File: src/rtl/ula_pkg.sv
// ula_pkg: OP codes, FSM states and func field constants shared by ula_exec.
// Latency: n/a (declarations only).
// Backpressure: n/a. Optional feature macro: ULA_MUL_EN (shift-add multiply).
package ula_pkg;

  // 4-bit ALU operation codes
  localparam logic [3:0] OP_ADD = 4'b0000;
  localparam logic [3:0] OP_SUB = 4'b1000;
  localparam logic [3:0] OP_NOR = 4'b1011;
  localparam logic [3:0] OP_OR  = 4'b1001;
  localparam logic [3:0] OP_AND = 4'b0001;
  localparam logic [3:0] OP_XOR = 4'b1010;
  localparam logic [3:0] OP_SLL = 4'b0100;
  localparam logic [3:0] OP_SRL = 4'b1100;
  localparam logic [3:0] OP_SLT = 4'b1110;
  localparam logic [3:0] OP_SEQ = 4'b1111;
  localparam logic [3:0] OP_MUL = 4'b0110;

  // R-type func[3:0] codes
  localparam logic [3:0] F_ADD = 4'd0;
  localparam logic [3:0] F_SUB = 4'd1;
  localparam logic [3:0] F_NOR = 4'd2;
  localparam logic [3:0] F_OR  = 4'd3;
  localparam logic [3:0] F_AND = 4'd4;
  localparam logic [3:0] F_XOR = 4'd5;
  localparam logic [3:0] F_SLL = 4'd6;
  localparam logic [3:0] F_SRL = 4'd7;
  localparam logic [3:0] F_SLT = 4'd8;
  localparam logic [3:0] F_SEQ = 4'd9;
  localparam logic [3:0] F_MUL = 4'd10;

  typedef enum logic [1:0] {
    S_IDLE  = 2'd0,
    S_SHIFT = 2'd1,
    S_MUL   = 2'd2,
    S_DONE  = 2'd3
  } state_t;

endpackage

File: src/rtl/ula_op_dec.sv
// ula_op_dec: decodes ALUop/func into the 4-bit ALU OP code.
// Latency: purely combinational.
// Backpressure: none; func 10 maps to mul only when ULA_MUL_EN is defined.
module ula_op_dec
  import ula_pkg::*;
(
  input  logic [5:0] func,
  input  logic [2:0] ALUop,
  output logic [3:0] op
);

  logic [3:0] func_op;
  logic       unused_func;

  // Only the low nibble of func selects an operation.
  assign unused_func = ^func[5:4];

  // Map the R-type function field onto an OP code.
  always_comb begin
    func_op = OP_ADD;
    case (func[3:0])
      F_ADD:   func_op = OP_ADD;
      F_SUB:   func_op = OP_SUB;
      F_NOR:   func_op = OP_NOR;
      F_OR:    func_op = OP_OR;
      F_AND:   func_op = OP_AND;
      F_XOR:   func_op = OP_XOR;
      F_SLL:   func_op = OP_SLL;
      F_SRL:   func_op = OP_SRL;
      F_SLT:   func_op = OP_SLT;
      F_SEQ:   func_op = OP_SEQ;
`ifdef ULA_MUL_EN
      F_MUL:   func_op = OP_MUL;
`endif
      default: func_op = OP_ADD;
    endcase
  end

  // Main control chooses add, sub, or defers to the function field.
  always_comb begin
    op = OP_ADD;
    case (ALUop)
      3'd1:    op = OP_SUB;
      3'd2:    op = func_op;
      default: op = OP_ADD;
    endcase
  end

endmodule

File: src/rtl/ula_exec.sv
// ula_exec: multi-cycle ALU execute unit (single-cycle logic/arith, serial shift, optional mul).
// Latency: 1 cycle for one-cycle ops and shift-by-0, n for shift by n, WIDTH for mul (ULA_MUL_EN).
// Backpressure: result held in DONE until out_ready; in_ready low whenever not IDLE.
module ula_exec
  import ula_pkg::*;
#(
  parameter  int WIDTH = 32,
  localparam int SHW   = $clog2(WIDTH)
) (
  input  logic             clk,
  input  logic             rst_n,
  input  logic             in_valid,
  output logic             in_ready,
  input  logic [5:0]       func,
  input  logic [2:0]       ALUop,
  input  logic [WIDTH-1:0] a,
  input  logic [WIDTH-1:0] b,
  output logic             out_valid,
  input  logic             out_ready,
  output logic [WIDTH-1:0] result,
  output logic             zero,
  output logic             busy
);

  state_t           state;
  logic [3:0]       op;
  logic [3:0]       op_q;
  logic [WIDTH-1:0] work;
  logic [SHW-1:0]   count;
  logic [SHW-1:0]   amt;
  logic             is_shift;
  logic [WIDTH-1:0] shift1;
  logic [WIDTH-1:0] work_next;
  logic [WIDTH-1:0] alu_res;

  ula_op_dec u_dec (
    .func  (func),
    .ALUop (ALUop),
    .op    (op)
  );

  assign amt      = b[SHW-1:0];
  assign is_shift = (op == OP_SLL) || (op == OP_SRL);
  // The first shift step is taken on the accept edge, so a shift by n
  // reports after n cycles just like a one-cycle op reports after 1.
  assign shift1    = (op == OP_SLL) ? {a[WIDTH-2:0], 1'b0} : {1'b0, a[WIDTH-1:1]};
  assign work_next = (op_q == OP_SLL) ? {work[WIDTH-2:0], 1'b0} : {1'b0, work[WIDTH-1:1]};

`ifdef ULA_MUL_EN
  logic [WIDTH-1:0] mcand;
  logic [WIDTH-1:0] mplier;
  logic [WIDTH-1:0] acc;
  logic [WIDTH-1:0] acc_next;

  assign acc_next = mplier[0] ? (acc + mcand) : acc;
`endif

  // Single-cycle datapath on the live operands, used at accept time.
  always_comb begin
    alu_res = a + b;
    case (op)
      OP_SUB:         alu_res = a - b;
      OP_NOR:         alu_res = ~(a | b);
      OP_OR:          alu_res = a | b;
      OP_AND:         alu_res = a & b;
      OP_XOR:         alu_res = a ^ b;
      OP_SLL, OP_SRL: alu_res = (amt == '0) ? a : shift1;
      OP_SLT:         alu_res = {{(WIDTH-1){1'b0}}, ($signed(a) < $signed(b))};
      OP_SEQ:         alu_res = {{(WIDTH-1){1'b0}}, (a == b)};
      default:        alu_res = a + b;
    endcase
  end

  // Control FSM with registered handshake outputs and the working registers.
  always_ff @(posedge clk or negedge rst_n) begin
    if (!rst_n) begin
      state     <= S_IDLE;
      in_ready  <= 1'b1;
      out_valid <= 1'b0;
      busy      <= 1'b0;
      op_q      <= OP_ADD;
      work      <= '0;
      count     <= '0;
      result    <= '0;
      zero      <= 1'b1;
`ifdef ULA_MUL_EN
      mcand     <= '0;
      mplier    <= '0;
      acc       <= '0;
`endif
    end else begin
      case (state)
        S_IDLE: begin
          if (in_valid) begin
            op_q     <= op;
            in_ready <= 1'b0;
            busy     <= 1'b1;
            if (is_shift && (amt > SHW'(1))) begin
              work  <= shift1;
              count <= amt - SHW'(1);
              state <= S_SHIFT;
            end
`ifdef ULA_MUL_EN
            else if (op == OP_MUL) begin
              // First partial product folded into the accept edge.
              acc    <= b[0] ? a : '0;
              mcand  <= {a[WIDTH-2:0], 1'b0};
              mplier <= {1'b0, b[WIDTH-1:1]};
              count  <= SHW'(WIDTH - 1);
              state  <= S_MUL;
            end
`endif
            else begin
              result    <= alu_res;
              zero      <= (alu_res == '0);
              out_valid <= 1'b1;
              state     <= S_DONE;
            end
          end
        end
        S_SHIFT: begin
          if (count == SHW'(1)) begin
            result    <= work_next;
            zero      <= (work_next == '0);
            count     <= '0;
            out_valid <= 1'b1;
            state     <= S_DONE;
          end else begin
            work  <= work_next;
            count <= count - SHW'(1);
          end
        end
`ifdef ULA_MUL_EN
        S_MUL: begin
          if (count == SHW'(1)) begin
            result    <= acc_next;
            zero      <= (acc_next == '0);
            count     <= '0;
            out_valid <= 1'b1;
            state     <= S_DONE;
          end else begin
            acc    <= acc_next;
            mcand  <= {mcand[WIDTH-2:0], 1'b0};
            mplier <= {1'b0, mplier[WIDTH-1:1]};
            count  <= count - SHW'(1);
          end
        end
`endif
        S_DONE: begin
          if (out_ready) begin
            out_valid <= 1'b0;
            in_ready  <= 1'b1;
            busy      <= 1'b0;
            state     <= S_IDLE;
          end
        end
        default: begin
          out_valid <= 1'b0;
          in_ready  <= 1'b1;
          busy      <= 1'b0;
          state     <= S_IDLE;
        end
      endcase
    end
  end

endmodule

File: config.mk
export PLATFORM = sky130hd
export DESIGN_NAME = ula_exec
export DESIGN_NICKNAME = d
export VERILOG_FILES = /design/src/rtl/ula_pkg.sv /design/src/rtl/ula_op_dec.sv /design/src/rtl/ula_exec.sv
export SDC_FILE = /design/constraint.sdc
export NUM_CORES = 1
export LEC_CHECK = 0
export BUFFER_PORTS_ARGS = -buffer_cell sky130_fd_sc_hd__buf_2
export CORE_MARGIN = 2
export CORE_UTILIZATION = 25
export CTS_CLUSTER_DIAMETER = 200
export DETAILED_ROUTE_END_ITERATION = 12
export GPL_TIMING_DRIVEN = 0
export PLACE_DENSITY_LB_ADDON = 0.1
export SLEW_MARGIN = 20
export SYNTH_ARGS = -nofsm -noshare
export SYNTH_HDL_FRONTEND = slang
export SYNTH_SLANG_ARGS = --single-unit
export TNS_END_PERCENT = 5
File: constraint.sdc
create_clock -name clk -period 6.3 [get_ports clk]
set_input_delay 1.26 -clock clk [delete_from_list [all_inputs] [get_ports clk]]
set_output_delay 1.26 -clock clk [all_outputs]
set_load 0.03 [all_outputs]
# Word-level counts from Yosys, hierarchy flattened
# Memory sizes are Yosys's and may differ from the RTL's.
# Cells that the tools add are included.
totals:
  n_memories: 1
  mem_bits_ro: 64
  word_cells: 94
  register_bits: 79
  output_inout_bits: 36
mem_list:
  columns: ["name", "depth", "width", "rd", "rd_clocked_by_memory_dff", "wr", "line", "source"]
  rows:
  - ["(no name shown)", 16, 4, 1, 0, 0, "ula_op_dec.sv:21", "case (func[3:0])"]
classes:
  muxes: 36
  addsub: 4
  eq_ne: 22
  n_reduce_logical: 15
  order_cmp: 2
  bitwise_logic: 5
op_table:
  columns: ["operator", "count"]
  rows:
  - ["$mux 32", 9]
  - ["$pmux 32 s8", 1]
  - ["$pmux 32 s2", 2]
  - ["$logic_not 32->1", 2]
  - ["$add 32x32->32", 1]
  - ["$and 32x32->32", 1]
  - ["$eq 32x32->1", 1]
  - ["$lt 32x32->1", 1]
  - ["$not 32->32", 1]
  - ["$or 32x32->32", 1]
  - ["$sub 32x32->32", 1]
  - ["$xor 32x32->32", 1]
  - ["$eq 4x4->1 const B", 7]
  - ["$mux 5", 3]
  - ["$ne 2x2->1 const B", 6]
  - ["$reduce_and 4->1", 3]
  - ["$mux 1", 10]
  - ["$pmux 5 s2", 1]
  - ["$sub 5x1->5 const B", 2]
  - ["$pmux 1 s3", 3]
  - ["$reduce_and 3->1", 3]
  - ["$eq 4x3->1 const B", 2]
  - ["$mux 2", 4]
  - ["$pmux 4 s2", 1]
  - ["other kinds (17)", 17]

# Depth between registers and ports, before layout
depth:
  depth_word: 10
  ltp_mapped: 16

# By module
# Synthesis repeated with hierarchy kept, for this count alone.
unflattened:
  cells_unflattened: 1590
  area_unflattened_um2: 11114.4
modules_own_cells:
  columns: ["mod", "instances", "cells_per_inst", "area_per_inst_um2"]
  rows:
  - ["ula_exec", 1, 1574, 11024.3]
  - ["ula_op_dec", 1, 16, 90.1]

# Worst setup path after synthesis
# Ideal clock, no wire load.
synth_path:
  path_type: "input to register"
  from: "in a[14]"
  to: "reg zero"
  setup_ns: 0.086
  t_arrival_ns: 4.370
  path_stages: 14
  slack_ns: 1.844
  cell_sequence: "inv_1 > ha_1 > nand2_1 > a2111oi_0 > nor3_1 > a211o_1 > a2111oi_1 > nor2_1 > a221oi_1 > o221ai_1 > o21ai_1 > nand3_1 > or4_1 > o31ai_2"
synth_via:
  elab_chain_len: 7
synth_rtl:
  columns: ["item", "line", "source"]
  rows:
  - ["from (decl)", "ula_exec.sv:16", "input logic [WIDTH-1:0] a,"]
  - ["branches (longest 2 deep; another with $add 32x32->32)", null, null]
  - ["$pmux 32 s8 (*)", "ula_exec.sv:61", "case (op)"]
  - ["$logic_not 32->1 (*)", "ula_exec.sv:115", "zero <= (alu_res == '0);"]
  - ["$mux 1 (*)", "ula_exec.sv:98", "if (is_shift && (amt > SHW'(1))) begin"]
  - ["$mux 1 (*)", "ula_exec.sv:94", "if (in_valid) begin"]
  - ["$pmux 1 s2 (*)", "ula_exec.sv:92", "case (state)"]
  - ["to (signal assigned)", "ula_exec.sv:115", null]
  - ["to (signal assigned)", "ula_exec.sv:124", "zero <= (work_next == '0);"]
  - ["to (decl)", "ula_exec.sv:21", "output logic zero,"]
# Mark *: on every way between the ends. The select of a mux whose other input is x is not followed.
# A chain may end at the register's enable or synchronous reset.

# Final worst setup path
layout_path:
  from: "in ALUop[0]"
  to: "reg zero"
layout_via:
  elab_chain_len: 10
layout_rtl:
  columns: ["item", "line", "source"]
  rows:
  - ["from (decl)", "ula_exec.sv:15", "input logic [2:0] ALUop,"]
  - ["$eq 3x2->1 or $eq 3x1->1 (tied branches)", "ula_op_dec.sv:42", "case (ALUop)"]
  - ["$pmux 4 s2 (*)", "ula_op_dec.sv:42", null]
  - ["$eq 4x3->1", "ula_exec.sv:43, ula_exec.sv:46, ula_exec.sv:61", null]
  - ["$mux 32", "ula_exec.sv:46", "assign shift1 = (op == OP_SLL) ? {a[WIDTH-2:0], 1'b0} : {1'b0, a[WIDTH-1:1]};"]
  - ["$mux 32", "ula_exec.sv:67", "OP_SLL, OP_SRL: alu_res = (amt == '0) ? a : shift1;"]
  - ["$pmux 32 s8", "ula_exec.sv:61", null]
  - ["$logic_not 32->1", "ula_exec.sv:115", null]
  - ["$mux 1", "ula_exec.sv:98", null]
  - ["$mux 1", "ula_exec.sv:94", null]
  - ["$pmux 1 s2", "ula_exec.sv:92", null]
# Mark *: on every way between the ends. The rest lies on a longest branch, timed or not. The select of a mux whose other input is x is not followed.

==> metrics.md <==
| Metric | Value |
|---|---|
| R2R Path End | zero$_DFFE_PN1P_ |
| Nets@finish | 1,867 |
| Initial Utilization | 25.3% |
| Final WL | 59,100 µm |
| Synth Warn # | 0 |
| Critical path fanouts, max | 10 |
| Required @ worst endpoint | 6.56 ns |
| EDFF count, synth | 0 |
| Synthesis-stage register bit count | 79 |
| Reg2reg setup slack | 2.60 ns |
| Max Cap Violations | 0 |
| End point of the critical path | zero$_DFFE_PN1P_ |
| Worst-Margin Slew | 1.15 ns |
| Clk_skew | 0.00755 ns |
| CP top delay family | buffers and inverters |
| Post-synth top area share | 17.7% |
| Crit-path cells | buf_2, or3b_1, clkbuf_1, o31ai_2, clkbuf_1, clkbuf_1, o22ai_1, o31ai_1, nand4b_1, nor4_1, nand4_1, o31ai_2 |
| CP Depth | 12 |
| Most frequent cells in the layout | 189 x nand2_1, 154 x nor2_1, 145 x o21ai_0 |
| Setup crit end kind | register |
| Slowest stage delay, CP | 0.92 ns |
| Vias in the first global route | 12,520 |
| Die width | 213 µm |
| Post-route cell area | 12,600 µm² |
| Pre-CTS WS | -0.482 ns |
| Initial antenna violation count | 1 |
| CTS root buf | clkbuf_16 |
| DRT iter0 DRCs | 1,469 |
| Post-synth ARST share | 100% |
| HPWL Detailed | 47,100 µm |
| Most common cell after layout, fill and taps aside | nand2_1 |
| CTS max path bufs | 2 |
| Antenna fix cells | 0 |
| Placed cell areas | 12,200 µm² |
| Synth-to-layout area growth | 15.3% |
| Die Span Y | 213 µm |
| Final setup TNS | -0.0268 ns |
| Worst setup SP type | input port |
| Layout cell share with drive strength beyond 1 | 10.9% |
| Gr usage total | 25.9% |
| TritonCTS clock tree | built |
| Final setup viols | 1 |
| RSZ-0062 raised after global routing | false |
| Slew HR | 23.4% |
| Setup bufs post-CTS | 0 |
| IO Port Bufs | 108 |
| Die Area | 45,300 µm² |
| Routability Congestion | 0.959 |
| R2R depth | 12 |
| Sequential element share of the synthesized area | 18.2% |
| First-pass GRT wire length | 85,400 µm |
| Mean routed wirelength per cell | 25.9 µm |
| H-tree levels | 3 |
| Top-level port count | 113 |
| Cells after DPL | 2,262 |
| Pin count of the biggest net entering global routing | 49 |
| Most common flop cell mapped by yosys | dfrtp_1 |
| Status | complete, but fails checks |
| Via count | 13,080 |
| Final core utilization | 29.2% |
| Peak VDD IR | 173 µV |
| Worst r2r src | count[1]$_DFFE_PN0P_ |
| Static leakage | 5.31 nW |
| Avg Synthesized Cell Area | 6.96 µm² |
| Buf/Inv on CP | 4 |
| CTS buffer count | 9 |
| Slew Viols, Final | 0 |
| Post-route ant nets | 0 |
| Area leader, netlist | dfrtp_1 |
| CP Data Arrival Time | 6.59 ns |
| Synth Cell Area | 10,900 µm² |
| Unique masters post-synth | 88 |
| Worst skew pair latency | 0.34 ns |
| Fmax achieved | 158 MHz |
| Crit. Startpoint | ALUop[0] |
| DR pass1 iterations | 6 |
| Synth Instances | 1,566 |
| Setup slack after layout | -0.0268 ns |
| Power Density | 326 nW/µm² |
| Mapped Nets | 1,745 |
| Fin crit share | 100% |
| Rows | 76 |
| Cell mode on critical path | clkbuf_1 |
| Setup CP Type | in -> reg |
| Clk sinks | 79 |
| Layout Cells excl Fill | 2,278 |
| Clock period minus final worst setup slack | 6.33 ns |
| Critical path's slowest cell | clkbuf_1 |
| DR vias/cell | 5.74 |
| Core area | 43,100 µm² |
| # DRC | 0 |
| Filler cells | 4,844 |
| Clk slew on worst S/H paths | 0.06 ns |
| Remaining Overflow, GRT | 0 |
| Hold WC Path Type | reg -> reg |
| Violations in the final reports | setup timing |
| Top post-synthesis cells by area | dfrtp_1 18%, ha_1 11%, o21ai_0 6.7% |
| Final Hold Fails | 0 |
==> state kept, by name, summed over array words and instances, names as in the netlist <==
register / count
busy: 1
count: 5
in_ready: 1
op_q: 4
out_valid: 1
result: 32
state: 2
work: 32
zero: 1
==> worst min-delay path by stage <==
stage | from | slack (ns) | cells after the start | endpoint
after floorplan | work[0]$_DFFE_PN0P_ | 0.45 | 2 | work[0]$_DFFE_PN0P_
after CTS | in_ready$_DFFE_PN1P_ | 0.47 | 2 | in_ready$_DFFE_PN1P_
after global routing | in_ready$_DFFE_PN1P_ | 0.49 | 2 | in_ready$_DFFE_PN1P_
final | in_ready$_DFFE_PN1P_ | 0.47 | 2 | in_ready$_DFFE_PN1P_
after detailed placement | in_ready$_DFFE_PN1P_ | 0.46 | 2 | in_ready$_DFFE_PN1P_
after global placement | result[7]$_DFFE_PN0P_ | 0.46 | 2 | result[7]$_DFFE_PN0P_
==> power breakdown <==
group | internal, W | switching [W] | leakage [nW]
clock network | 0.000317 | 0.000219 | 0.143
registers | 0.000774 | 0.000232 | 0.931
logic | 0.000828 | 0.00173 | 4.24
==> final cells by class <==
| type | count | area, µm² | share of cell area, % |
|---|---|---|---|
| Sequential cell | 79 | 1980 | 15.8 |
| Tap cell | 585 | 732 | 5.83 |
| Clock buffer | 12 | 246 | 1.96 |
| Inverter | 102 | 383 | 3.05 |
| Timing Repair Buffer | 111 | 583 | 4.64 |
| Clock inverter | 4 | 47.5 | 0.379 |
| Multi-Input combinational cell | 1272 | 8130 | 64.7 |
| Buffer | 113 | 460 | 3.67 |
==> synth_stat cells (10+ instances only) <==
cell        n
ha_1      100
a22oi_1    10
nand4_1    12
o211ai_1   20
nand3_1    56
a21o_1     15
inv_1      99
a31oi_1    18
a211oi_1   25
mux2_2     18
a221oi_1   19
dfrtp_1    77
o21ai_0   145
mux2i_1    13
o21a_1     11
nand2_1   189
a21boi_0   13
o31ai_1    18
nor3_1     31
nor4_1     31
nor2b_1    16
nand2b_1   17
nor2_1    154
a21oi_1   128
a211o_1    11
o22ai_1    10
clkbuf_1   99
==> tightest hold or removal path, delay by kind of cell (launching register included) <==
| kind | cells | cell delay, ns |
|---|---|---|
| DFF | 1 | 0.37 |
| AOI/OAI and AO/OA | 1 | 0.05 |
| buffers and inverters | 1 | 0.04 |
==> per-stage QoR <==
step / total power [W] / hold WS (ns)
finish: 0.00410 / 0.467
global route: 0.00442 / 0.490
CTS: 0.00410 / 0.470
detailed placement: 0.00355 / 0.460
global placement: 0.00353 / 0.459
floorplan: 0.00258 / 0.450
==> cells by family (layout without fill, tap and decap cells) <==
kind of cell    Yosys count  after routing  synth area share [%]
compound gates          561            561                  33.9
buf+inv                 215            342                  7.66
simple gates            568            568                  24.6
mux                      31             31                  3.05
xor+xnor                 10             10                 0.804
fa+ha+maj               102            102                  11.9
flops                    79             79                  18.2
==> metal layers <==
layer / GRT usage (%) / vias up / routed length [µm]
met1: 35.8 / 6402 / 26600
met4: 8.58 / 0 / 2070
met5: 0 / - / 0
li1: - / 5988 / -
met2: 41.5 / 602 / 26400
met3: 3.52 / 88 / 4040
==> timing repair <==
action,4_1_cts,5_1_grt
resized for setup,2,8
setup endpoints to repair,1,1
gates cloned,0,0
pin swaps,0,0
endpoints found under the hold margin,0,0
hold buffers,0,0
(Power assumes the default switching activity.)
